`config.mk`:
```
export PLATFORM = sky130hd
export DESIGN_NAME = sevenseg_mux_driver
export DESIGN_NICKNAME = d
export VERILOG_FILES = /design/src/rtl/sevenseg_mux_driver.sv
export SDC_FILE = /design/constraint.sdc
export NUM_CORES = 1
export LEC_CHECK = 0
export BUFFER_PORTS_ARGS = -buffer_cell sky130_fd_sc_hd__buf_2
export CORE_MARGIN = 3
export CORE_UTILIZATION = 35
export CTS_BUF_LIST = sky130_fd_sc_hd__clkbuf_8
export CTS_CLUSTER_SIZE = 10
export DETAILED_ROUTE_END_ITERATION = 16
export PLACE_DENSITY = 0.58
export RECOVER_POWER = 50
export SKIP_LAST_GASP = 1
export SLEW_MARGIN = 15
export SYNTH_ARGS = -nofsm -noshare
export SYNTH_HDL_FRONTEND = slang
export SYNTH_SLANG_ARGS = --single-unit
```
`constraint.sdc`:
```
create_clock -name clk -period 2.2 [get_ports clk]
set_input_delay 0.33 -clock clk [delete_from_list [all_inputs] [get_ports clk]]
set_output_delay 0.33 -clock clk [all_outputs]
set_load 0.01 [all_outputs]
```
`src/rtl/sevenseg_mux_driver.sv`:
```
// Time-multiplexed seven-segment driver: scans NUM_DIGITS digits from a shadowed
// nibble register with blanking, decimal points and leading-zero suppression.
module sevenseg_mux_driver #(
   parameter int NUM_DIGITS = 4,
   parameter int SCAN_DIV   = 8192,
   parameter bit HEX_MODE   = 1'b1
) (
   input  logic                    clk,
   input  logic                    reset,
   input  logic [4*NUM_DIGITS-1:0] value,
   input  logic                    load,
   input  logic [NUM_DIGITS-1:0]   blank,
   input  logic [NUM_DIGITS-1:0]   dp,
   input  logic                    lz_blank,
   output logic [NUM_DIGITS-1:0]   DIGIT,
   output logic [0:6]              DISPLAY,
   output logic                    DP,
   output logic                    scan_tick
);

   localparam int CNT_W = (SCAN_DIV > 1) ? $clog2(SCAN_DIV) : 1;
   localparam int IDX_W = (NUM_DIGITS > 1) ? $clog2(NUM_DIGITS) : 1;
   localparam logic [CNT_W-1:0] CNT_MAX = CNT_W'(SCAN_DIV - 1);
   localparam logic [IDX_W-1:0] IDX_MAX = IDX_W'(NUM_DIGITS - 1);
   localparam logic [0:6] SEG_DARK = 7'b1111111;
   localparam logic [0:6] SEG_DASH = 7'b1111110;

   logic [CNT_W-1:0]        cnt_q, cnt_d;
   logic [IDX_W-1:0]        idx_q, idx_d;
   logic [4*NUM_DIGITS-1:0] shadow_q, shadow_d;
   logic [NUM_DIGITS-1:0]   digit_q, digit_d;
   logic [0:6]              display_q, display_d;
   logic                    dp_q, dp_d;
   logic                    adv_q;
   logic                    tick_q;

   logic [NUM_DIGITS-1:0]   zeroRun;
   logic                    allZero;
   logic [3:0]              nibSel;
   logic                    blankSel;
   logic                    dpSel;
   logic                    runSel;
   logic                    dark;

   function automatic logic [0:6] segCode(input logic [3:0] nib);
      logic [0:6] seg;
      case (nib)
         4'h0:    seg = 7'b0000001;
         4'h1:    seg = 7'b1001111;
         4'h2:    seg = 7'b0010010;
         4'h3:    seg = 7'b0000110;
         4'h4:    seg = 7'b1001100;
         4'h5:    seg = 7'b0100100;
         4'h6:    seg = 7'b0100000;
         4'h7:    seg = 7'b0001111;
         4'h8:    seg = 7'b0000000;
         4'h9:    seg = 7'b0000100;
         4'hA:    seg = 7'b0001000;
         4'hB:    seg = 7'b1100000;
         4'hC:    seg = 7'b0110001;
         4'hD:    seg = 7'b1000010;
         4'hE:    seg = 7'b0110000;
         default: seg = 7'b0111000;
      endcase
      if (!HEX_MODE && nib > 4'h9) seg = SEG_DASH;
      return seg;
   endfunction

   // zeroRun[i] is set when nibble i and every more significant nibble are zero
   always_comb begin
      zeroRun = '0;
      allZero = 1'b1;
      for (int i = NUM_DIGITS - 1; i >= 0; i--) begin
         allZero    = allZero & (shadow_q[4*i +: 4] == 4'h0);
         zeroRun[i] = allZero;
      end
   end

   always_comb begin
      nibSel   = 4'h0;
      blankSel = 1'b0;
      dpSel    = 1'b0;
      runSel   = 1'b0;
      for (int i = 0; i < NUM_DIGITS; i++) begin
         if (idx_q == IDX_W'(i)) begin
            nibSel   = shadow_q[4*i +: 4];
            blankSel = blank[i];
            dpSel    = dp[i];
            runSel   = zeroRun[i];
         end
      end

      dark      = blankSel | (lz_blank & (idx_q != '0) & runSel);
      display_d = dark ? SEG_DARK : segCode(nibSel);
      dp_d      = dark ? 1'b1 : ~dpSel;
      digit_d   = ~(NUM_DIGITS'(1) << idx_q);

      cnt_d    = (cnt_q == CNT_MAX) ? '0 : cnt_q + 1'b1;
      idx_d    = idx_q;
      if (cnt_q == CNT_MAX) idx_d = (idx_q == IDX_MAX) ? '0 : idx_q + 1'b1;
      shadow_d = load ? value : shadow_q;
   end

   // Outputs are registered from the current idx, so the tick is delayed one
   // extra stage to line up with the first cycle of the new digit.
   always_ff @(posedge clk) begin
      if (reset) begin
         cnt_q     <= '0;
         idx_q     <= '0;
         shadow_q  <= '0;
         digit_q   <= '1;
         display_q <= SEG_DARK;
         dp_q      <= 1'b1;
         adv_q     <= 1'b0;
         tick_q    <= 1'b0;
      end else begin
         cnt_q     <= cnt_d;
         idx_q     <= idx_d;
         shadow_q  <= shadow_d;
         digit_q   <= digit_d;
         display_q <= display_d;
         dp_q      <= dp_d;
         adv_q     <= (cnt_q == CNT_MAX);
         tick_q    <= adv_q;
      end
   end

   assign DIGIT     = digit_q;
   assign DISPLAY   = display_q;
   assign DP        = dp_q;
   assign scan_tick = tick_q;

endmodule

```
# Word level (Yosys, flattened, before mapping)

Memories as Yosys holds them, arrays and structs flattened. A register that Yosys moved wholly into a read port is not among the register bits.
Index checks and enable logic that the tools add are counted.

Bits of input ports: 28
Memories: 1
Output and inout bits: 13
Register bits: 38
Memory bits (read-only): 112

Multiplexer cells: 17
Reductions and logical operators: 8
Shift-type cells: 1
Bitwise operators: 8
Add/sub/neg operators: 2
Equal/unequal tests: 4

Memory list:

| memory           | depth | width | rd ports | clocked after memory_dff | wr ports | line | text |
|---|---|---|---|---|---|---|---|
| (name not given) | 16    | 7     | 1        | 1                        | 0        | 47   | `case (nib)` |

Operator list:

| cell                                                 | number |
|---|---|
| logical NOT 4 bit                                    | 4 |
| 2-to-1 mux 4 bit                                     | 4 |
| adder 13 x 1 -> 13 bit (second input constant)       | 1 |
| equality test 13 bit (second input constant)         | 1 |
| 2-to-1 mux 1 bit                                     | 12 |
| AND 1 bit                                            | 5 |
| equality test 2 bit (second input constant)          | 2 |
| inverter 4 bit                                       | 1 |
| OR reduction 2 bit                                   | 2 |
| left shift 1 x 2 -> 4 bit (first input constant)     | 1 |
| adder 2 x 1 -> 2 bit (second input constant)         | 1 |
| equality test 2 x 1 -> 1 bit (second input constant) | 1 |
| logical NOT 2 bit                                    | 1 |
| 2-to-1 mux 2 bit                                     | 1 |
| nonzero test 2 bit                                   | 1 |
| inverter 1 bit                                       | 1 |
| bitwise OR 1 bit                                     | 1 |

# Depth between registers and ports, before layout

Gate-level depths: netlist (run 1).

Depth in word-level cells: 11
Depth in mapped cells: 11
Gate-level depth less buffers: 10

# Least setup slack after synthesis (run 1)

No wires, ideal clock.

Kind: register -> register
Start: reg idx_q[1]
End: reg display_q, in the netlist DISPLAY[3]
Setup slack: -0.076 ns
Stages on the path, launching flop included: 11
Period minus slack after synthesis: 2.276 ns
Arrival: 2.148 ns
Buffers on the path: 1
Path through: dfxtp_1 -> inv_1 -> ha_1 -> buf_2 -> nand3b_1 -> a221oi_1 -> inv_1 -> ha_1 -> nor2_1 -> a211oi_1 -> o21ai_0

Word-level cells in the longest chain between the ends: 8
Elaborated cells on any way between the ends: 21

Ends and longest elaborated chain:

| element                       | line | text |
|---|---|---|
| start, declared               | 29   | `logic [IDX_W-1:0] idx_q, idx_d;` |
| start signal, assigned        | 118  | `idx_q <= idx_d;` |
| logical NOT 2 bit             | 85   | `if (idx_q == IDX_W'(i)) begin` |
| 2-to-1 mux 1 bit (4 in a row) | 85   |  |
| AND 1 bit                     | 93   | `dark = blankSel \| (lz_blank & (idx_q != '0) & runSel);` |
| bitwise OR 1 bit              | 93   |  |
| OR reduction 2 bit (no line)  | -    |  |
| end, declared                 | 32   | `logic [0:6] display_q, display_d;` |

Parallel ways exist; a longest one is shown, timed or not.
A chain may end at the register's enable or synchronous reset.

# Worst setup path in the final report (run 1)

Start: reg idx_q[0]
End: reg display_q, in the netlist DISPLAY[2]

Same word-level chain as after synthesis.

==> results of run 1 <==
## cell type report
class / instances / area share
clock buffers: 5 / 0.0271
clock inverters: 3 / 0.00592
inverters: 8 / 0.0118
multi-input cells: 159 / 0.453
flip-flops and latches: 45 / 0.356
well taps: 72 / 0.0355
repair buffers: 52 / 0.111
## worst max-delay path by stage
stage               startpoint    endpoint  slack [ps]  cells after the start
finish                idx_q[0]  DISPLAY[2]         100                      8
global route          idx_q[0]  DISPLAY[2]         0.5                      8
CTS                   idx_q[0]  DISPLAY[1]          60                      8
detailed placement    idx_q[0]  DISPLAY[1]          90                      8
global placement      idx_q[0]  DISPLAY[4]         110                      8
floorplan             idx_q[0]  DISPLAY[3]          50                     10
## cell families (layout without fill, tap and decap cells)
group | Yosys count | count (layout) | synth area share
simple gates | 88 | 88 | 0.220
xor+xnor | 11 | 11 | 0.0456
fa+ha+maj | 11 | 11 | 0.0652
flops | 45 | 45 | 0.427
mux | 20 | 20 | 0.0948
compound gates | 29 | 29 | 0.109
buf+inv | 19 | 68 | 0.0385
## tightest hold or removal path, cell delays in order
cell	delay (ps)
buf_2	70
mux2i_1	50
nor2_1	70
## power breakdown
group | leakage [nW] | switching, mW | internal [mW]
Combinational | 0.666 | 0.0864 | 0.0817
Sequential | 0.370 | 0.0206 | 0.846
Clock | 0.0467 | 0.261 | 0.215
Total | 1.08 | 0.368 | 1.14
## metal layers
metal | global-route usage | up-vias | routed length [um]
met3 | 0.0326 | 7 | 272
li1 | - | 860 | -
met5 | 0 | - | 0
met1 | 0.182 | 717 | 2280
met2 | 0.176 | 51 | 1680
met4 | 0.0526 | 0 | 84
## cell usage in the layout (no fill, tap or decap), types with 2 or more instances in the layout
cell	n
o21ai_0	3
xnor2_1	6
nand3_1	3
a21oi_1	5
mux2i_1	20
dfxtp_1	43
clkbuf_1	8
dfxtp_2	2
buf_2	32
inv_1	10
xor2_1	5
a311oi_2	2
nor4_1	4
nor3b_1	3
buf_4	12
nand2_1	16
nor3_1	2
nor2_1	37
ha_2	3
nand4_4	2
ha_1	8
nor2b_1	5
a221o_1	2
nand3b_1	3
a211oi_1	2
o221ai_1	4
nand2b_1	5
clkbuf_8	5
o211ai_1	2
## timing repair
action,in CTS,in global routing
endpoints found under the hold margin,0,0
endpoints found under the setup margin,0,8
resized for setup,0,6
## flip-flops by register name (all words and copies together), names as in the netlist
signal and cells:
shadow_q 16, DP 1, scan_tick 1, adv_q 1
cnt_q 13, DISPLAY 7, DIGIT 4, idx_q 2
## per-stage QoR
step | hold slack [ps] | area (sq um)
final | 268 | 2530
after global routing | 262 | 2530
after CTS | 263 | 2530
after detailed placement | 422 | 2450
after global placement | 418 | 2450
after floorplan | 414 | 2120
==> out/summary.txt, run 1 <==
status = finished, final reports clean
Mapped Cells = 223
worst slew pin tran = 1200 ps
Detail Route Antenna Nets = 0
Tot Pwr = 1.51 mW
Synth area leader = dfxtp_1
core region area = 5680 sq um
TritonCTS clock tree = yes
crit path cell chain = inv_1 > ha_1 > buf_4 > or4b_1 > nor3_1 > nand2_1 > o211a_1 > o221ai_1
Syn Std Cell Area = 2110 sq um
Fin Setup TNS = 0 ps
crit path max-delay cell type = or4b_1
H-tree Lvls = 2
critical-path maximum fanout = 8
DRC Markers = 0
ys flop type = dfxtp_1
register area share after synthesis = 0.427
Pleak = 1.08 nW
max cap viols = 0
YS warnings = 0
Final Util = 0.447
Max clock buf depth = 2
Die Wd = 83.7 um
post-layout net count = 310
largest net degree at the start of global routing = 30
Hold Crit Depth = 3
fin crit share = 0.953
post-detailed-routing wire length = 4320 um
hold endpoint = shadow_q[6]
RePlAce Congestion = 0.846
non-filler cells, final = 344
vias in the first global route = 1499
Yosys cell types = 42
total grt overflow = 0
Clk Tree Root Cell = clkbuf_8
initial antenna violation count = 0
area grow syn2layout = 20.1%
hold_sp = value[6]
reg2reg setup slack = 100 ps
Port Buffers = 40
Rel. slew slack = 0.201
placed insts = 336
share of layout cells above drive strength 1 = 0.235
Pins Over Slew Limit = 0
Setup CP Type = flip-flop to flip-flop
Fill cells = 579
I/O pins = 41
Final WS setup = 104 ps
clk sinks = 45
most numerous cell in the Yosys netlist = dfxtp_1
EDFF count, synth = 0
register area = 903 sq um
unrepaired setup endpoints after global routing = no
drt via density = 4.75
DRT iter0 DRCs = 68
worst hold path class = input port to flip-flop
DP Worst Slack = 87.9 ps
area of the multi-input gates = 1150 sq um
Antenna diodes = 0
Register-to-Register Path Depth = 8
postcts setup bufs = 0
largest stage delay on the critical path = 500 ps
VDD IR-drop max = 261 uV
skew final = 8.67 ps
CP bufs+invs = 2
Mapped Nets = 262
hold_buf cts = 0
Crit Reg-Reg Startpoint = idx_q[0]
Die H = 83.7 um
die area = 7000 sq um
Power Density = 596 nW/um^2
vias post-DR = 1635
Synth Register Bits = 45
Crit path max-delay family = simple AND/OR/NAND/NOR gates
Initial Util = 0.372
Worst EP arrival = 2300 ps
Inserted Clock Buffers = 5
Req. time, crit path = 2410 ps
crit path launch type = flip-flop
Post-synth ARST share = 0
hpwl dp = 3210 um
Worst-path clk slew = 80 ps
Crit. End Element = flip-flop
endpoints failing hold = 0
Avg Cell Area, Syn = 9.47 sq um
post-DR wirelength/cell = 12.5 um
worst-skew pair later-pin latency = 290 ps
max frequency = 0.477 GHz
top cell type's share of synthesized area = 0.427
first-pass GRT wire length = 7280 um
floorplan row count = 27
GRT Util Overall = 0.126
Post-synth top cells = dfxtp_1 (45), nor2_1 (37), mux2i_1 (20)
Pre-antenna DRT Iters = 4
reg-to-reg endpoint = DISPLAY[2]
Final min period = 2100 ps
setup violators final = 0
Synth area leaders = dfxtp_1 (43%), mux2i_1 (9.5%), nor2_1 (6.6%)
(Power assumes the default switching activity.)
==> run 2: changes to the inputs <==
--- a/config.mk
+++ b/config.mk
@@ -7,11 +7,11 @@
 export LEC_CHECK = 0
 export BUFFER_PORTS_ARGS = -buffer_cell sky130_fd_sc_hd__buf_2
 export CORE_MARGIN = 3
-export CORE_UTILIZATION = 35
+export CORE_UTILIZATION = 44
 export CTS_BUF_LIST = sky130_fd_sc_hd__clkbuf_8
 export CTS_CLUSTER_SIZE = 10
 export DETAILED_ROUTE_END_ITERATION = 16
-export PLACE_DENSITY = 0.58
+export PLACE_DENSITY = 0.69
 export RECOVER_POWER = 50
 export SKIP_LAST_GASP = 1
 export SLEW_MARGIN = 15
==> out/summary.txt, run 2 (synthesis results as in run 1) <==
floorplan row count = 24
max cap viols = 0
first-pass GRT wire length = 6930 um
vias in the first global route = 1512
DRT iter0 DRCs = 55
GRT Util Overall = 0.159
Clk Tree Root Cell = clkbuf_8
crit path launch type = flip-flop
largest stage delay on the critical path = 370 ps
post-route cell area = 2560 sq um
Rel. slew slack = 0.221
Crit path max-delay family = compound AO/OA/AOI/OAI gates
clk sinks = 45
H-tree Lvls = 2
DP Worst Slack = 57.4 ps
fin crit share = 0.967
Setup CP Type = flip-flop to flip-flop
worst slew pin tran = 1170 ps
CP bufs+invs = 3
total grt overflow = 0
Inserted Clock Buffers = 5
largest net degree at the start of global routing = 30
Final Util = 0.568
TritonCTS clock tree = yes
Power Density = 592 nW/um^2
DRC Markers = 0
worst setup path start = idx_q[0]
post-layout net count = 313
Final min period = 2130 ps
RePlAce Congestion = 0.867
VDD IR-drop max = 227 uV
hold_sp = value[14]
max FFs per register = 16
Crit. End Element = flip-flop
worst-skew pair later-pin latency = 290 ps
post-detailed-routing wire length = 4250 um
most common cell after layout, fill and taps aside = dfxtp_1
endpoints failing hold = 0
Detail Route Antenna Nets = 0
critical-path maximum fanout = 5
placed insts = 316
crit path max-delay cell type = dfxtp_4
Die Wd = 75.3 um
Initial Util = 0.469
area grow syn2layout = 21.2%
post-DR wirelength/cell = 13.0 um
Pre-antenna DRT Iters = 4
worst hold path class = input port to flip-flop
hpwl dp = 3110 um
Req. time, crit path = 2360 ps
drt via density = 5.21
Die H = 75.3 um
max frequency = 0.470 GHz
non-filler cells, final = 327
Worst EP arrival = 2290 ps
Max clock buf depth = 2
share of layout cells above drive strength 1 = 0.291
Area after DPL = 2420 sq um
initial antenna violation count = 0
unrepaired setup endpoints after global routing = yes
skew final = 4.60 ps
Worst-path clk slew = 80 ps
Antenna diodes = 0
Port Buffers = 40
Pins Over Slew Limit = 0
crit path cell chain = inv_1 > ha_1 > nor2b_2 > a221o_1 > a22oi_1 > buf_4 > inv_2 > ha_2 > mux2i_1 > o221ai_1
status = finished, final reports clean
Reg with most FFs = shadow_q
core region area = 4500 sq um
most frequent cells in the layout = dfxtp_1 (43), buf_2 (39), nor2_1 (37), mux2i_1 (20)
Crit Reg-Reg Startpoint = idx_q[0]
die area = 5660 sq um
Pleak = 1.11 nW
vias post-DR = 1704
setup violators final = 0
Final WS setup = 71.9 ps
I/O pins = 41
run 2: cell count changes in the layout (fill, tap and decap cells not counted), sizes merged:
| cell | delta |
|---|---|
| buf | +10 |
| clkbuf | -7 |
| clkinv | +2 |
| clkinvlp | -1 |
| inv | -1 |
run 2: worst paths after layout:
check                      end  slack, ps  depth (start not counted)
setup / recovery    DISPLAY[6]         70                         10
hold / removal    shadow_q[14]        270                          3
setup reg to reg    DISPLAY[6]         70                         10
hold reg to reg      scan_tick        440                          1
run 2: report_power, final:
part / internal [mW] / leakage [nW] / switching (mW)
registers: 0.845 / 0.370 / 0.0206
clock network: 0.215 / 0.0491 / 0.258
logic: 0.0872 / 0.694 / 0.0887
run 2: layout make-up:
type                       instances  area [sq um]
tap                               52          65.1
multi-input combinational        159          1160
sequential                        45           906
clock buffer                       5          68.8
clock inverter                     3          13.8
timing repair buffer              55           312
fill                             432          1950
inverter                           8          30.0
run 2: through the flow:
stage               setup TNS [ps]  hold slack, ps  total power [mW]
floorplan                        0             414             0.990
detailed placement               0             423              1.05
global route                  -138             266              1.59
finish                           0             267              1.51
CTS                              0             258              1.52
global placement                 0             420              1.05
run 2: per-layer routing:
metal	wire length, um	vias to the layer above	track usage
met2	1820	45	0.234
met3	239	6	0.0401
li1	-	873	-
met5	0	-	0
met4	56	0	0.0544
met1	2130	780	0.226
run 2: repair_timing:
item / CTS / global route
hold buffers: 0 / 0
setup endpoints to repair: 0 / 8
gates resized for setup: 0 / 13
buffers inserted: 0 / 3
hold endpoints to repair: 0 / 0
run 2: tightest hold or removal path, stage by stage:
cell and delay, ps:
buf_2 70, mux2i_1 50, nor2_1 70
==> run 3: changes to the inputs <==
==> constraint.sdc (replaced) <==
create_clock -name clk -period 1.9 [get_ports clk]
set_input_delay 0.285 -clock clk [delete_from_list [all_inputs] [get_ports clk]]
set_output_delay 0.285 -clock clk [all_outputs]
set_load 0.01 [all_outputs]
==> out/summary.txt, run 3 (synthesis results as in run 1) <==
critical-path maximum fanout = 6
Req. time, crit path = 2090 ps
endpoints failing hold = 0
largest net degree at the start of global routing = 30
M2 GR Usage = 0.238
worst hold path class = input port to flip-flop
final hold slack = 218 ps
DRT iter0 DRCs = 86
skew final = 11.0 ps
max frequency = 0.494 GHz
crit path cell chain = buf_6 > ha_4 > nand3b_1 > a221oi_2 > inv_1 > ha_1 > nor2_1 > a211oi_1 > o21ai_1
GRT Util Overall = 0.159
Inserted Clock Buffers = 5
drt via density = 5.21
die area = 5660 sq um
Worst EP arrival = 2210 ps
worst-skew pair later-pin latency = 300 ps
Pre-antenna DRT Iters = 4
area of the multi-input gates = 1270 sq um
Crit. End Element = flip-flop
DRC Markers = 0
vias in the first global route = 1506
busiest grt layer = met2
Die H = 75.3 um
Crit path max-delay family = compound AO/OA/AOI/OAI gates
crit path max-delay cell type = dfxtp_4
met1 Usage GRT = 0.230
Clk Tree Root Cell = clkbuf_8
Setup CP Type = flip-flop to flip-flop
fin crit share = 1.07
met3 usage = 0.0427
Final min period = 2020 ps
Rel. slew slack = 0.174
largest stage delay on the critical path = 370 ps
initial antenna violation count = 0
max FFs per register = 16
Detail Route Antenna Nets = 0
RePlAce Congestion = 0.801
Final Util = 0.618
hpwl dp = 3090 um
worst slew pin tran = 1240 ps
status = finished, violations left
Fill cells = 382
floorplan row count = 24
TritonCTS clock tree = yes
most common cell after layout, fill and taps aside = dfxtp_1
I/O pins = 41
Power Density = 746 nW/um^2
Reg with most FFs = shadow_q
Pins Over Slew Limit = 0
post-detailed-routing wire length = 4520 um
Max clock buf depth = 2
Worst-path clk slew = 80 ps
first-pass GRT wire length = 7070 um
Port Buffers = 40
Pleak = 1.18 nW
total grt overflow = 0
failing checks = setup timing
post-layout net count = 321
H-tree Lvls = 2
register area = 906 sq um
Final WS setup = -125 ps
post-DR wirelength/cell = 13.5 um
core region area = 4500 sq um
non-filler cells, final = 335
vias post-DR = 1744
setup violators final = 6
crit path launch type = flip-flop
Initial Util = 0.469
unrepaired setup endpoints after global routing = yes
Tot Pwr = 2.08 mW
max cap viols = 0
share of layout cells above drive strength 1 = 0.336
VDD IR-drop max = 474 uV
area grow syn2layout = 31.8%
DP Worst Slack = -188 ps
most frequent cells in the layout = dfxtp_1 (43), nor2_1 (37), buf_2 (34), buf_4 (20), mux2i_1 (19)
Die Wd = 75.3 um
clk sinks = 45
CP bufs+invs = 2
placed insts = 321
Antenna diodes = 0
==> run 3: power breakdown <==
part	internal (mW)	leakage (nW)	switching (mW)
clock	0.522	0.0681	0.327
sequential	0.979	0.370	0.0239
combinational	0.111	0.740	0.113
==> run 3: per-stage QoR <==
stage / cell area [sq um] / TNS, ps
floorplan: 2160 / -413
global placement: 2490 / -595
detailed placement: 2490 / -1010
CTS: 2680 / -436
global route: 2780 / -1020
finish: 2780 / -514
==> run 3: path summary, 6_finish.rpt <==
path	start	end	slack [ps]	cells past startpoint
max	idx_q[0]	DISPLAY[3]	-120	9
min	value[0]	shadow_q[0]	220	3
max reg2reg	idx_q[0]	DISPLAY[3]	-120	9
min reg2reg	adv_q	scan_tick	440	1
==> run 3: cell type report <==
| cell class | instances | area share |
|---|---|---|
| Sequential cell | 45 | 0.326 |
| Clock inverter | 3 | 0.0234 |
| Inverter | 8 | 0.0126 |
| Clock buffer | 5 | 0.0247 |
| Timing Repair Buffer | 63 | 0.135 |
| Multi-Input combinational cell | 159 | 0.455 |
| Tap cell | 52 | 0.0234 |
==> run 3: routing by layer <==
metal,wire length [um],vias up
li1,-,890
met1,2270,800
met2,1930,49
met3,265,5
met4,54,0
met5,0,-
==> run 3: worst reg2reg max path, delay by kind of cell, from the launching register on <==
family,cells,cell delay [ps]
compound gates,3,580
fa+ha+maj,2,510
buf+inv,2,240
flops,1,370
simple gates,2,230
==> run 3: what timing repair did <==
item                                    4_1_cts  5_1_grt
endpoints found under the setup margin        7        8
resized for setup                             8       19
pin swaps                                     8        9
hold buffers                                  0        0
buffers inserted                              5        2
endpoints found under the hold margin         0        0
